File: src/rtl/vr_log_pkg.sv
// Shared types for the log-memory arbiter.
//   - req_id_e   : requester identity (commit read, commit write, prepare write)
//   - rd_state_e : read-path state (idle, read outstanding, response held)
//   - next_req() : round-robin successor in the fixed order CR -> CW -> PW -> CR
//   - req_onehot(): requester id to one-hot grant vector (bit0=CR, bit1=CW, bit2=PW)
package vr_log_pkg;

    localparam int unsigned LOG_ADDR_W_DEF  = 10;
    localparam int unsigned LOG_ENTRY_W_DEF = 256;

    typedef enum logic [1:0] {
        ReqCr = 2'd0,
        ReqCw = 2'd1,
        ReqPw = 2'd2
    } req_id_e;

    typedef enum logic [1:0] {
        StIdle     = 2'd0,
        StRdOut    = 2'd1,
        StRespHold = 2'd2
    } rd_state_e;

    function automatic req_id_e next_req(input req_id_e id);
        case (id)
            ReqCr:   return ReqCw;
            ReqCw:   return ReqPw;
            default: return ReqCr;
        endcase
    endfunction

    function automatic logic [2:0] req_onehot(input req_id_e id);
        case (id)
            ReqCr:   return 3'b001;
            ReqCw:   return 3'b010;
            ReqPw:   return 3'b100;
            default: return 3'b000;
        endcase
    endfunction

endpackage

File: src/rtl/rr_arb3.sv
// Three-way round-robin selector, purely combinational.
// Ports:
//   i_req        : eligible requests, bit0=CR, bit1=CW, bit2=PW
//   i_last_grant : requester that won the most recent accepted transfer
//   o_grant      : one-hot grant to the first eligible requester after i_last_grant
module rr_arb3
    import vr_log_pkg::*;
(
    input  logic [2:0] i_req,
    input  req_id_e    i_last_grant,
    output logic [2:0] o_grant
);

    req_id_e    w_p0;
    req_id_e    w_p1;
    req_id_e    w_p2;
    logic [2:0] w_oh0;
    logic [2:0] w_oh1;
    logic [2:0] w_oh2;

    always_comb begin
        // Search order starts just after the last winner; the last winner comes last.
        w_p0  = next_req(i_last_grant);
        w_p1  = next_req(w_p0);
        w_p2  = next_req(w_p1);
        w_oh0 = req_onehot(w_p0);
        w_oh1 = req_onehot(w_p1);
        w_oh2 = req_onehot(w_p2);

        o_grant = 3'b000;
        if (|(i_req & w_oh0)) begin
            o_grant = w_oh0;
        end else if (|(i_req & w_oh1)) begin
            o_grant = w_oh1;
        end else if (|(i_req & w_oh2)) begin
            o_grant = w_oh2;
        end
    end

endmodule

File: src/rtl/log_mem_arb.sv
// Arbitrates a single log memory between the commit engine (reads and writes) and the
// prepare engine (appends). One memory request per cycle; a single read may be outstanding.
// Ports:
//   clk, rst                 : clock, asynchronous active-low reset
//   commit_rd_req_*          : commit read request (val/rdy/addr)
//   commit_rd_resp_*         : registered read response to commit (val/rdy/data)
//   commit_wr_*              : commit write (val/rdy/addr/data)
//   prep_wr_*                : prepare append (val/rdy/addr/data)
//   mem_rd_req_*, mem_rd_resp_*, mem_wr_* : memory side
//   arb_idle                 : no read in flight, no response held, no grant pending
module log_mem_arb
    import vr_log_pkg::*;
#(
    parameter int unsigned LOG_ADDR_W  = LOG_ADDR_W_DEF,
    parameter int unsigned LOG_ENTRY_W = LOG_ENTRY_W_DEF
) (
    input  logic                   clk,
    input  logic                   rst,

    input  logic                   commit_rd_req_val,
    output logic                   commit_rd_req_rdy,
    input  logic [LOG_ADDR_W-1:0]  commit_rd_req_addr,

    output logic                   commit_rd_resp_val,
    input  logic                   commit_rd_resp_rdy,
    output logic [LOG_ENTRY_W-1:0] commit_rd_resp_data,

    input  logic                   commit_wr_val,
    output logic                   commit_wr_rdy,
    input  logic [LOG_ADDR_W-1:0]  commit_wr_addr,
    input  logic [LOG_ENTRY_W-1:0] commit_wr_data,

    input  logic                   prep_wr_val,
    output logic                   prep_wr_rdy,
    input  logic [LOG_ADDR_W-1:0]  prep_wr_addr,
    input  logic [LOG_ENTRY_W-1:0] prep_wr_data,

    output logic                   mem_rd_req_val,
    input  logic                   mem_rd_req_rdy,
    output logic [LOG_ADDR_W-1:0]  mem_rd_req_addr,

    input  logic                   mem_rd_resp_val,
    output logic                   mem_rd_resp_rdy,
    input  logic [LOG_ENTRY_W-1:0] mem_rd_resp_data,

    output logic                   mem_wr_val,
    input  logic                   mem_wr_rdy,
    output logic [LOG_ADDR_W-1:0]  mem_wr_addr,
    output logic [LOG_ENTRY_W-1:0] mem_wr_data,

    output logic                   arb_idle
);

    rd_state_e              r_state;
    rd_state_e              w_state_next;
    req_id_e                r_last_grant;
    logic                   r_hold;
    req_id_e                r_hold_id;
    logic [LOG_ADDR_W-1:0]  r_rd_addr;
    logic [LOG_ENTRY_W-1:0] r_rd_data;

    logic                   w_hazard;
    logic [2:0]             w_elig;
    logic [2:0]             w_arb_grant;
    logic [2:0]             w_grant;
    req_id_e                w_grant_id;
    logic                   w_acc;
    logic                   w_capture;

    // Appends to the entry being read would race the read; commit writes are trusted.
    assign w_hazard = (r_state != StIdle) && (prep_wr_addr == r_rd_addr);
    assign w_elig   = {prep_wr_val & ~w_hazard,
                       commit_wr_val,
                       commit_rd_req_val & (r_state == StIdle)};

    rr_arb3 u_rr_arb3 (
        .i_req        (w_elig),
        .i_last_grant (r_last_grant),
        .o_grant      (w_arb_grant)
    );

    // A held grant overrides arbitration so memory val/addr/data stay stable until taken.
    // Grants are forced low while in reset since they are combinational from the inputs.
    always_comb begin
        w_grant = 3'b000;
        if (rst) begin
            w_grant = r_hold ? (req_onehot(r_hold_id) & w_elig) : w_arb_grant;
        end
        w_grant_id = ReqCr;
        if (w_grant[1]) begin
            w_grant_id = ReqCw;
        end else if (w_grant[2]) begin
            w_grant_id = ReqPw;
        end
    end

    // Memory-side request path; no memory val depends on any memory rdy.
    assign mem_rd_req_val  = w_grant[0];
    assign mem_rd_req_addr = w_grant[0] ? commit_rd_req_addr : '0;
    assign mem_wr_val      = w_grant[1] | w_grant[2];
    assign mem_wr_addr     = w_grant[1] ? commit_wr_addr :
                             w_grant[2] ? prep_wr_addr   : '0;
    assign mem_wr_data     = w_grant[1] ? commit_wr_data :
                             w_grant[2] ? prep_wr_data   : '0;

    assign commit_rd_req_rdy = w_grant[0] & mem_rd_req_rdy;
    assign commit_wr_rdy     = w_grant[1] & mem_wr_rdy;
    assign prep_wr_rdy       = w_grant[2] & mem_wr_rdy;
    assign w_acc             = commit_rd_req_rdy | commit_wr_rdy | prep_wr_rdy;

    // Read FSM: next state and state-derived outputs.
    always_comb begin
        w_state_next       = r_state;
        mem_rd_resp_rdy    = 1'b0;
        commit_rd_resp_val = 1'b0;
        w_capture          = 1'b0;
        case (r_state)
            StIdle: begin
                if (commit_rd_req_rdy) begin
                    w_state_next = StRdOut;
                end
            end
            StRdOut: begin
                mem_rd_resp_rdy = 1'b1;
                if (mem_rd_resp_val) begin
                    w_capture    = 1'b1;
                    w_state_next = StRespHold;
                end
            end
            StRespHold: begin
                commit_rd_resp_val = 1'b1;
                if (commit_rd_resp_rdy) begin
                    w_state_next = StIdle;
                end
            end
            default: begin
                w_state_next = StIdle;
            end
        endcase
    end

    assign commit_rd_resp_data = r_rd_data;
    assign arb_idle            = (r_state == StIdle) & ~r_hold;

    always_ff @(posedge clk or negedge rst) begin
        if (!rst) begin
            r_state      <= StIdle;
            r_last_grant <= ReqPw;
            r_hold       <= 1'b0;
            r_hold_id    <= ReqCr;
            r_rd_addr    <= '0;
            r_rd_data    <= '0;
        end else begin
            r_state <= w_state_next;
            r_hold  <= (|w_grant) & ~w_acc;
            if ((|w_grant) & ~w_acc) begin
                r_hold_id <= w_grant_id;
            end
            if (w_acc) begin
                r_last_grant <= w_grant_id;
            end
            if (commit_rd_req_rdy) begin
                r_rd_addr <= commit_rd_req_addr;
            end
            if (w_capture) begin
                r_rd_data <= mem_rd_resp_data;
            end
        end
    end

endmodule

File: config.mk
export PLATFORM = sky130hd
export DESIGN_NAME = log_mem_arb
export DESIGN_NICKNAME = d
export VERILOG_FILES = /design/src/rtl/vr_log_pkg.sv /design/src/rtl/rr_arb3.sv /design/src/rtl/log_mem_arb.sv
export SDC_FILE = /design/constraint.sdc
export NUM_CORES = 1
export LEC_CHECK = 0
export ABC_AREA = 1
export CORE_AREA = 2 2 531 533
export CTS_CLUSTER_DIAMETER = 80
export DETAILED_ROUTE_END_ITERATION = 10
export DIE_AREA = 0 0 533 535
export PLACE_DENSITY = 0.3
export RECOVER_POWER = 25
export SLEW_MARGIN = 20
export SYNTH_ARGS = -nofsm -noshare
export SYNTH_HDL_FRONTEND = slang
export SYNTH_SLANG_ARGS = --single-unit
File: constraint.sdc
create_clock -name clk -period 3.92 [get_ports clk]
set_input_delay 1.176 -clock clk [delete_from_list [all_inputs] [get_ports clk]]
set_output_delay 1.176 -clock clk [all_outputs]
set_load 0.03 [all_outputs]
[Word-level counts from Yosys, hierarchy flattened]
Cells that the tools add are included.
Word-level totals
  flip-flop bits (word level): 273
Cells by class
  equal/unequal tests: 15
  bitwise operators: 17
  reduce and logical (&&, ||, !) cells: 13
  mux-type cells: 28
Operators by type and width (count)
  $mux 256: 2
  $pmux 3 s3: 4
  $mux 10: 3
  $mux 3: 6
  $and 3x3->3: 4
  $eq 2x1->1 const B: 6
  $logic_not 2->1: 6
  $pmux 2 s2: 3
  $reduce_or 3->1: 4
  $eq 10x10->1: 1
  $eq 2x2->1 const B: 5
  $mux 2: 5
  $and 1x1->1: 7
  $ne 2x2->1 const B: 3
  $pmux 2 s3: 1
  $mux 1: 4
  $not 1->1: 3
  $or 1x1->1: 3
  $reduce_and 3->1: 1
  $reduce_bool 2->1: 1
  $logic_and 1x1->1: 1

[Logic depth before layout (Yosys ltp)]
  depth after elaboration: 20
  depth in mapped cells: 16
  mapped depth without buffers: 16

[Cells and area by module]
A second synthesis with hierarchy kept.
Second synthesis, totals
  cells, all modules: 1587
  area, all modules: 14029.7 um^2
By module, submodules not included
  log_mem_arb: area each 13923.4 um^2, times used 1, cells an instance 1563
  rr_arb3: area each 106.4 um^2, times used 1, cells an instance 24

[Least setup slack after synthesis]
OpenSTA, ideal clock, no wires.
  path type: input port to output port
  start point: input prep_wr_addr[0]
  end point: output mem_wr_addr[0]
  path buffers: 1
  data arrival time: 2.681 ns
  data required time: 2.744 ns
  cell stages on the path: 12
  path slack: 0.063 ns
  cells stage by stage: inv_1 > nor2_1 > a21oi_1 > nand2_1 > nor2_1 > nand2_1 > nand3_2 > nand2_2 > o21bai_4 > nand2_4 > clkbuf_1 > o21ai_1
Between the ends
  word-level cells in the longest chain between the ends: 13
  elaborated cells between the ends (all ways): 18
  those cells by class: 1 x eq/ne; 7 x mux; 6 x bitwise; 4 x reduce/logical
RTL lines
  start, declared: line log_mem_arb.sv:35  | input logic [LOG_ADDR_W-1:0] prep_wr_addr,
  $eq 10x10->1: line log_mem_arb.sv:71  | assign w_hazard = (r_state != StIdle) && (prep_wr_addr == r_rd_addr);
  $logic_and 1x1->1: line log_mem_arb.sv:71
  $not 1->1: line log_mem_arb.sv:72  | assign w_elig = {prep_wr_val & ~w_hazard,
  $and 1x1->1: line log_mem_arb.sv:72
  $and 3x3->3: line rr_arb3.sv:35  | end else if (|(i_req & w_oh2)) begin
  $reduce_or 3->1: line rr_arb3.sv:35
  $mux 3: line rr_arb3.sv:35
  $mux 3: line rr_arb3.sv:33  | end else if (|(i_req & w_oh1)) begin
  $mux 3: line rr_arb3.sv:31  | if (|(i_req & w_oh0)) begin
  $mux 3: line log_mem_arb.sv:87  | w_grant = r_hold ? (req_onehot(r_hold_id) & w_elig) : w_arb_grant;
  $mux 3: line log_mem_arb.sv:86  | if (rst) begin
  $mux 10: line log_mem_arb.sv:102  | w_grant[2] ? prep_wr_addr : '0;
  $mux 10 (*): line log_mem_arb.sv:101  | assign mem_wr_addr = w_grant[1] ? commit_wr_addr :
  end, declared: line log_mem_arb.sv:48  | output logic [LOG_ADDR_W-1:0] mem_wr_addr,
Mark *: on every way between the ends. The rest lies on a longest branch, timed or not.

[Final worst setup path]
  start point: input prep_wr_addr[2]
  end point: output mem_wr_data[254]
Between the ends
  word-level cells in the longest chain between the ends: 13
  elaborated cells between the ends (all ways): 18
  those cells by class: 1 x eq/ne; 7 x mux; 6 x bitwise; 4 x reduce/logical
RTL lines
  $eq 10x10->1 (*): line log_mem_arb.sv:71
  $logic_and 1x1->1 (*): line log_mem_arb.sv:71
  $not 1->1 (*): line log_mem_arb.sv:72
  $and 1x1->1 (*): line log_mem_arb.sv:72
  $and 3x3->3: line rr_arb3.sv:35
  $reduce_or 3->1: line rr_arb3.sv:35
  $mux 3: line rr_arb3.sv:35
  $mux 3: line rr_arb3.sv:33
  $mux 3: line rr_arb3.sv:31
  $mux 3 (*): line log_mem_arb.sv:87
  $mux 3 (*): line log_mem_arb.sv:86
  $mux 256: line log_mem_arb.sv:104  | w_grant[2] ? prep_wr_data : '0;
  $mux 256 (*): line log_mem_arb.sv:103  | assign mem_wr_data = w_grant[1] ? commit_wr_data :
  end, declared: line log_mem_arb.sv:49  | output logic [LOG_ENTRY_W-1:0] mem_wr_data,
Marks and branches as above.

==> impl_metrics.json <==
{
  "syn_inst": 1063,
  "avgSynthCellArea_um2": 12.56,
  "synth_nets": 1870,
  "powerDensity_mw_per_mm2": 794.4,
  "final.setup.worst_slack_ns": -0.6057,
  "numCtsBuffers": 42,
  "rsz0062_at_grt": "true",
  "hold_violations": 0,
  "clock_skew_ns": 0.05118,
  "start_kind": "primary input",
  "reg2reg_from": "r_state[0]",
  "end_kind": "output port",
  "min_path_type": "flop to flop",
  "gp_congestion": 0.9470,
  "min_path_cells": 1,
  "fillerInstances": 31386,
  "leakage_nw": 15.13,
  "fin_util_pct": 13.77,
  "slew_violations": 28,
  "cts_tree": "built",
  "ff2ff_setup_slack_ns": 1.26,
  "start_util_pct": 4.788,
  "syn-cell-area_mm2": 0.01335,
  "dieArea_mm2": 0.2852,
  "setup_violations": 280,
  "seq_area_mm2": 0.006834,
  "dr.pass1.iters": 4,
  "total_power_mw": 30.51,
  "path_clk_slew_ns": 0.06,
  "routed_wl_um": 183800,
  "grt_max_degree": 130,
  "drive_above_1_share_pct": 39.14,
  "path_class": "primary input to output port",
  "clk_latency_ns": 0.63,
  "area_growth_pct": 187.6,
  "overflow": 0,
  "wl_per_cell_um": 28.64,
  "multi_input_area_mm2": 0.007088,
  "clk_path_buf_depth": 3,
  "vias": 16816,
  "worstPathRequired_ns": 2.74,
  "yosysSeqAreaShare_pct": 51.17,
  "ir_drop_v": 0.0004097,
  "yosysWarnings": 0,
  "reg2reg_depth": 6,
  "htreeDepth": 2,
  "io_pins": 1347,
  "cts.sinks": 273,
  "holdPathEnd": "commit_rd_resp_data[36]",
  "cts-root-buf": "clkbuf_16",
  "worst_slew_pin_slew_ns": 2.078,
  "grt_pass1_wl_um": 222000,
  "via_per_inst": 2.620,
  "violations": "capacitance limit, slew limit, setup timing",
  "portBuffers": 1346,
  "critPathArrivalTime_ns": 3.35,
  "fmaxAchievable_mhz": 221.0,
  "relSlewSlack_pct": -38.56,
  "ant_nets": 0,
  "status": "finished, violations left",
  "hpwl_um": 160700,
  "min_period_ns": 4.526,
  "drtIter0Drc": 618,
  "maxCapViolCount": 1,
  "period_share_pct": 115.5,
  "core_area_mm2": 0.2789,
  "ys_ff_latch": 273,
  "hp-start": "commit_rd_resp_data[36]",
  "antenna_found_initial": 183,
  "die_h_um": 535,
  "drc": 0,
  "nets": 3402,
  "grt_pass1_vias": 17447,
  "rows": 194,
  "die_w_um": 533,
  "grt_usage_pct": 12.27,
  "synth.distinct_cells": 26,
  "r2r-end": "commit_rd_resp_data[52]",
  "critPathMaxFanout": 8
}
-- sequential cells by signal (all words and copies together) (netlist names) --
signal and cells:
commit_rd_resp_data 256, r_rd_addr 10, r_hold_id 2, r_last_grant 2, r_state 2, r_hold 1
-- kinds of logic after synthesis --
logic type,after synthesis,share of synthesized area [%]
compound gates,286,18.06
flops,273,51.17
mux,256,21.59
buf+inv,137,5.725
simple gates,111,3.458
-- report_power, final --
group          total (mW)  internal [mW]  leakage [nW]  switching, mW
clock                4.08           2.46         0.721           1.62
combinational        21.3           10.3          11.1           11.1
sequential           5.10           4.24          3.30          0.862
-- routing by layer --
| metal | GRT usage, % | vias to the layer above | routed length [um] |
|---|---|---|---|
| met5 | 0 | - | 293 |
| met4 | 4.692 | 46 | 9553 |
| met3 | 3.998 | 388 | 14150 |
| met2 | 24.54 | 1147 | 102300 |
| met1 | 11.27 | 8123 | 57490 |
| li1 | - | 7112 | - |
-- cell usage in the layout, fill, tap and decap left out, types with 4 or more instances in the layout --
cell             synthesis  final
buf_16                   0     20
clkdlybuf4s50_1          0   1049
inv_2                    4     12
buf_4                    1    126
nand2_4                  1     16
buf_12                   0    174
nor2_2                   0      5
buf_6                   24    164
dfrtp_1                272    271
bufinv_16                0      4
a22o_4                   0    110
o21ai_0                 12     12
nand3_1                 15     10
clkbuf_8                 0     10
mux2_2                 256    256
a22o_1                 256    144
nand2_2                  2     14
buf_8                    2     20
o21ai_4                  0      6
inv_1                   43     32
clkbuf_1                27     17
nor2_1                  24     16
diode_2                  0     65
clkinv_8                 0      4
clkbuf_16                0     50
nand3_4                  0      4
nand2_1                 65     36
-- timing repair --
action / 4_1_cts / 5_1_grt
pin swaps: 52 / 143
gates cloned: 19 / 8
buffers inserted: 57 / 27
hold buffers: 0 / 0
setup endpoints to repair: 281 / 281
resized for setup: 330 / 207
-- cell type report --
class | instances | share of cell area (%)
Multi-Input combinational cell | 653 | 18.46
Inverter | 48 | 0.6092
Timing Repair inverter | 2 | 0.1205
Clock buffer | 62 | 3.193
Antenna cell | 65 | 0.4235
Tap cell | 3724 | 12.13
Clock inverter | 16 | 0.6516
Sequential cell | 273 | 17.79
Timing Repair Buffer | 1575 | 46.62
-- through the flow --
| step | worst slack, ns | cell area (um^2) | std cells | TNS (ns) | hold slack [ns] |
|---|---|---|---|---|---|
| 2_1_floorplan | 0.06288 | 13350 | 1063 | 0 | 0.4582 |
| 3_3_place_gp | -1.915 | 33380 | 6184 | -498.67 | 0.4872 |
| 3_5_place_dp | -1.771 | 33380 | 6184 | -463.77 | 0.4915 |
| 4_1_cts | -0.6933 | 37100 | 6335 | -159.40 | 0.5049 |
| 5_1_grt | -0.6886 | 38350 | 6396 | -177.06 | 0.5129 |
| 6_report | -0.6057 | 38410 | 6418 | -130.79 | 0.5019 |
-- worst max-delay path by stage --
stage	start	endpoint	slack (ns)	cells past startpoint
global route	prep_wr_addr[2]	mem_wr_data[254]	-0.69	17
global placement	prep_wr_addr[5]	mem_wr_data[19]	-1.92	17
detailed placement	prep_wr_addr[5]	mem_wr_data[19]	-1.77	17
floorplan	prep_wr_addr[0]	mem_wr_addr[0]	0.06	12
finish	prep_wr_addr[2]	mem_wr_data[254]	-0.61	17
CTS	prep_wr_addr[2]	mem_wr_data[149]	-0.69	18
-- critical path: stages --
cell      delay, ns
buf_12         0.11
nand2_4        0.07
a21oi_4        0.17
buf_6          0.13
nand2_8        0.07
nor2_4         0.14
nand2_8        0.08
nand3_4        0.09
nand2_2        0.05
o21bai_4       0.17
nand2_4        0.10
clkinv_8       0.11
buf_12         0.18
buf_12         0.16
buf_12         0.13
a22o_1         0.21
buf_6          0.14
-- cell usage after synthesis --
cell | number | area (um^2)
nand4_1 | 2 | 12.51
nand2_2 | 2 | 12.51
buf_2 | 33 | 165.2
buf_8 | 2 | 30.03
and3_1 | 1 | 6.260
a22o_1 | 256 | 2242
dfrtp_1 | 272 | 6807
inv_4 | 1 | 6.260
o21ai_0 | 12 | 60.06
buf_6 | 24 | 270.3
nand3_1 | 15 | 75.07
o31ai_1 | 2 | 15.01
nand3_2 | 1 | 10.01
inv_1 | 43 | 161.4
nor2_1 | 24 | 90.09
clkbuf_1 | 27 | 101.4
inv_2 | 4 | 15.01
o21bai_4 | 1 | 18.77
mux2_2 | 256 | 2883
buf_1 | 2 | 7.510
buf_4 | 1 | 7.510
o21ai_1 | 10 | 50.05
nand2_1 | 65 | 244.0
nand2_4 | 1 | 11.26
a21oi_1 | 5 | 25.02
dfstp_2 | 1 | 26.28
No activity file was read; power rests on OpenSTA's default activity.
